## src/rtl/mux_pipe_pkg.sv

```systemverilog
// Shared definitions for the mux output pipeline stage: state encoding and default widths.
package mux_pipe_pkg;

  typedef logic [1:0] state_t;

  localparam state_t ST_EMPTY = 2'd0;
  localparam state_t ST_ONE   = 2'd1;
  localparam state_t ST_FULL  = 2'd2;

  localparam int DW_DEF = 2;
  localparam int CW_DEF = 16;

endpackage

```

## src/rtl/mux_out_pipe.sv

```systemverilog
// Registered valid/ready stage behind the 2:1 select mux, with one skid entry.
// Optional saturating stall counter enabled by defining MUX_PIPE_STALL_CNT_EN.
module mux_out_pipe
  import mux_pipe_pkg::*;
#(
  parameter int DW = DW_DEF,
  parameter int CW = CW_DEF
) (
  input  logic          clk,
  input  logic          rst,
  input  logic          in_valid,
  input  logic [DW-1:0] in_data,
  output logic          in_ready,
  output logic          out_valid,
  output logic [DW-1:0] out_data,
  input  logic          out_ready
`ifdef MUX_PIPE_STALL_CNT_EN
  , output logic [CW-1:0] stall_cnt
`endif
);

  state_t        state_q, state_d;
  logic [DW-1:0] main_q, main_d;
  logic [DW-1:0] skid_q, skid_d;
  logic          acc_in_s;
  logic          acc_out_s;

  // Outputs decode from registers only, so no input reaches an output combinationally.
  assign out_valid = (state_q != ST_EMPTY);
  assign in_ready  = (state_q != ST_FULL);
  assign out_data  = main_q;

  assign acc_in_s  = in_valid && in_ready;
  assign acc_out_s = out_valid && out_ready;

  always_comb begin
    state_d = state_q;
    main_d  = main_q;
    skid_d  = skid_q;
    case (state_q)
      ST_EMPTY: begin
        if (acc_in_s) begin
          state_d = ST_ONE;
          main_d  = in_data;
        end else begin
          state_d = ST_EMPTY;
        end
      end
      ST_ONE: begin
        if (acc_in_s && acc_out_s) begin
          main_d = in_data;
        end else if (acc_in_s) begin
          state_d = ST_FULL;
          skid_d  = in_data;
        end else if (acc_out_s) begin
          state_d = ST_EMPTY;
        end else begin
          state_d = ST_ONE;
        end
      end
      ST_FULL: begin
        // Skid always drains behind main to keep ordering.
        if (acc_out_s) begin
          state_d = ST_ONE;
          main_d  = skid_q;
        end else begin
          state_d = ST_FULL;
        end
      end
      default: begin
        state_d = ST_EMPTY;
      end
    endcase
  end

  always_ff @(posedge clk or posedge rst) begin
    if (rst) begin
      state_q <= ST_EMPTY;
      main_q  <= {DW{1'b0}};
      skid_q  <= {DW{1'b0}};
    end else begin
      state_q <= state_d;
      main_q  <= main_d;
      skid_q  <= skid_d;
    end
  end

`ifdef MUX_PIPE_STALL_CNT_EN
  logic [CW-1:0] stall_q;

  always_ff @(posedge clk or posedge rst) begin
    if (rst) begin
      stall_q <= {CW{1'b0}};
    end else if (out_valid && !out_ready && (stall_q != {CW{1'b1}})) begin
      stall_q <= stall_q + {{(CW-1){1'b0}}, 1'b1};
    end else begin
      stall_q <= stall_q;
    end
  end

  assign stall_cnt = stall_q;
`else
  logic unused_cw;
  assign unused_cw = (CW != 0);
`endif

endmodule

```

## config.mk

```make
export PLATFORM = sky130hd
export DESIGN_NAME = mux_out_pipe
export DESIGN_NICKNAME = d
export VERILOG_FILES = /design/src/rtl/mux_pipe_pkg.sv /design/src/rtl/mux_out_pipe.sv
export SDC_FILE = /design/constraint.sdc
export NUM_CORES = 1
export LEC_CHECK = 0
export CAP_MARGIN = 25
export CORE_AREA = 2 2 39 41
export DETAILED_ROUTE_END_ITERATION = 8
export DIE_AREA = 0 0 41 43
export PLACE_DENSITY = 0.46
export REMOVE_ABC_BUFFERS = 1
export SLEW_MARGIN = 40
export SYNTH_ARGS = -nofsm -noshare
export SYNTH_HDL_FRONTEND = slang
export SYNTH_SLANG_ARGS = --single-unit
```

## constraint.sdc

```tcl
create_clock -name clk -period 3.7 [get_ports clk]
set_clock_uncertainty 0.1 [all_clocks]
set_input_delay 0.555 -clock clk [delete_from_list [all_inputs] [get_ports clk]]
set_output_delay 0.555 -clock clk [all_outputs]
set_load 0.005 [all_outputs]
```

==> impl_metrics.ini <==
[route]
ant_nets = 0
first_pass_iters = 1
wl_um = 590
drt-initial-drc-count = 0
wire_per_inst_um = 11.35
post_drt_via_cell_ratio = 4.327
drc = 0
via_count = 225

[final_layout]
final_cells = 52
areaGrowthSynthToFinish_pct = 39.11
nNetsFinal = 44
final_util = 0.3409
drive_gt1_frac = 0.3056
fill_cells = 139
num_antenna_cells = 0

[synthesis]
synth_cells = 24
syn_area_um2 = 339.1
syn_avg_cell_area_um2 = 14.13
synth-seq-area-share = 0.4428
ys_seq_elements = 6
yosysUniqueCellTypes = 14
yosys-top-cells-area = dfrtp_1 44%, mux2_4 18%, o2bb2ai_4 8.1%
ys_warn_count = 0
yosysTopAreaCellShare = 0.4428
synth_largest_area_cell = dfrtp_1

[clock_tree]
cts.clk_slew.worst_paths_ps = 50
cts_buffers = 3
cts_tree = done
ctsResizeCount = 0
cts-root-buf = clkbuf_4
clock-sinks = 6
holdBufCountCts = 0
cts_buffer_depth = 2
clock_latency_ps = 240
htree_levels = 1
post_cts_buffers = 0

[grt]
grt_pass1_wl_um = 931
grt_overflow_total = 0
grt.total_usage = 0.08678
antenna_found_initial = 0
grt_max_degree = 8
grt_pass1_vias = 244

[floorplan]
num_rows = 14
start_util = 0.2450
dieArea_um2 = 1763
die_x_um = 41
die_y_um = 43
core_um2 = 1384
ios = 10

[sta]
finalSetupViolCount = 0
period_share = 0.5700
final-hold-violation-count = 0
rsz0062_at_grt = no
tightest_slew_ps = 314.0
layout_min_cycle_time_ps = 2109
fmax_ghz = 0.4742
slew_viol_final = 0
tns_ps = 0
max_slew_margin = 0.7847

[setup_path]
critPathRequiredTime_ps = 3040
worstPathArrival_ps = 1450
rrSetupSlack_ps = 2220
start_kind = flip-flop
worstSetupPathType = reg2out
end_kind = primary output
path_max_fanout = 7

[flow_run]
drv_cap = 0

[pwr]
ir_drop_mv = 0.1426
powerDensity_nw_per_um2 = 488.7
leakage_nw = 0.2078
p_total_w = 0.0002305

[placement]
dp_cells = 49
hpwl_um = 470.8
portBuffers = 9
gp_congestion = 0.6865

[status]
outcome = completed

[min_path]
min_path_type = reg2reg
worst paths after layout:
path / from / to / cells past startpoint
worst min register to register: skid_q[1] / skid_q[1] / 1
worst min-delay path: skid_q[1] / skid_q[1] / 1
min in group asynchronous: rst / out_data[1] / 2
worst max register to register: state_q[1] / skid_q[1] / 3
worst max-delay path: state_q[0] / out_valid / 2
max in group asynchronous: rst / skid_q[0] / 2
power breakdown:
group,internal [W],switching (W),total [W]
Sequential,0.0000839,0.0000141,0.0000980
Combinational,0.0000507,0.0000212,0.0000719
Clock,0.0000367,0.0000239,0.0000607
Yosys cell counts:
cell	n
o2bb2ai_4	1
nand2_1	1
mux2i_1	1
o22ai_1	1
mux2_1	2
mux2_4	4
dfrtp_1	6
nand2b_4	1
or2_2	1
inv_1	1
and3b_1	1
nor3b_1	1
a21oi_1	2
nor2b_2	1
cell families after synthesis:
logic type	Yosys count	share of synthesized area
AOI/OAI and AO/OA	4	0.1292
buffers and inverters	1	0.01106
DFF	6	0.4428
muxes	7	0.2731
and+or+nand+nor	6	0.1439
stage by stage:
stage	instance area, um2	setup slack [ps]	hold WS [ps]
2_1_floorplan	339.1	2218	246.0
3_3_place_gp	449.2	1627	371.0
3_5_place_dp	449.2	1565	378.1
4_1_cts	471.7	1579	392.4
5_1_grt	471.7	1542	400.9
6_report	471.7	1591	392.0
cell usage in the layout, fill, tap and decap left out:
master           netlist  routed
dfrtp_1                6       6
o22ai_1                1       1
o2bb2ai_4              1       1
clkdlybuf4s50_1        0       9
or2_2                  1       1
nand2_1                1       1
nor2b_2                1       1
clkbuf_4               0       3
inv_1                  1       1
mux2i_1                1       1
mux2_1                 2       2
nand2b_4               1       1
mux2_4                 4       4
a21oi_1                2       2
nor3b_1                1       1
and3b_1                1       1
flip-flops by register name, indices dropped and copies added, names as in the netlist:
register	cells
skid_q	2
state_q	2
out_data	2
area by class of cell:
type                       count  area (um2)  share of cell area
timing repair buffer           9       90.09              0.1910
tap                           16       20.02             0.04244
inverter                       1       3.754            0.007958
multi-input combinational     17       185.2              0.3926
clock buffer                   3       22.52             0.04775
sequential                     6       150.1              0.3183
worst max-delay path: stages, from the launching register on:
cell             delay (ps)
dfrtp_1                 450
or2_2                   320
clkdlybuf4s50_1         440
routing by layer:
layer  vias up  GRT usage  wire (um)
met5         -          0          0
met4         0    0.08000          0
met3         0    0.04712         31
met2         5     0.1344        328
met1       109    0.07190        230
li1        111          -          -
Note: power is estimated with default switching activity, not from simulation.
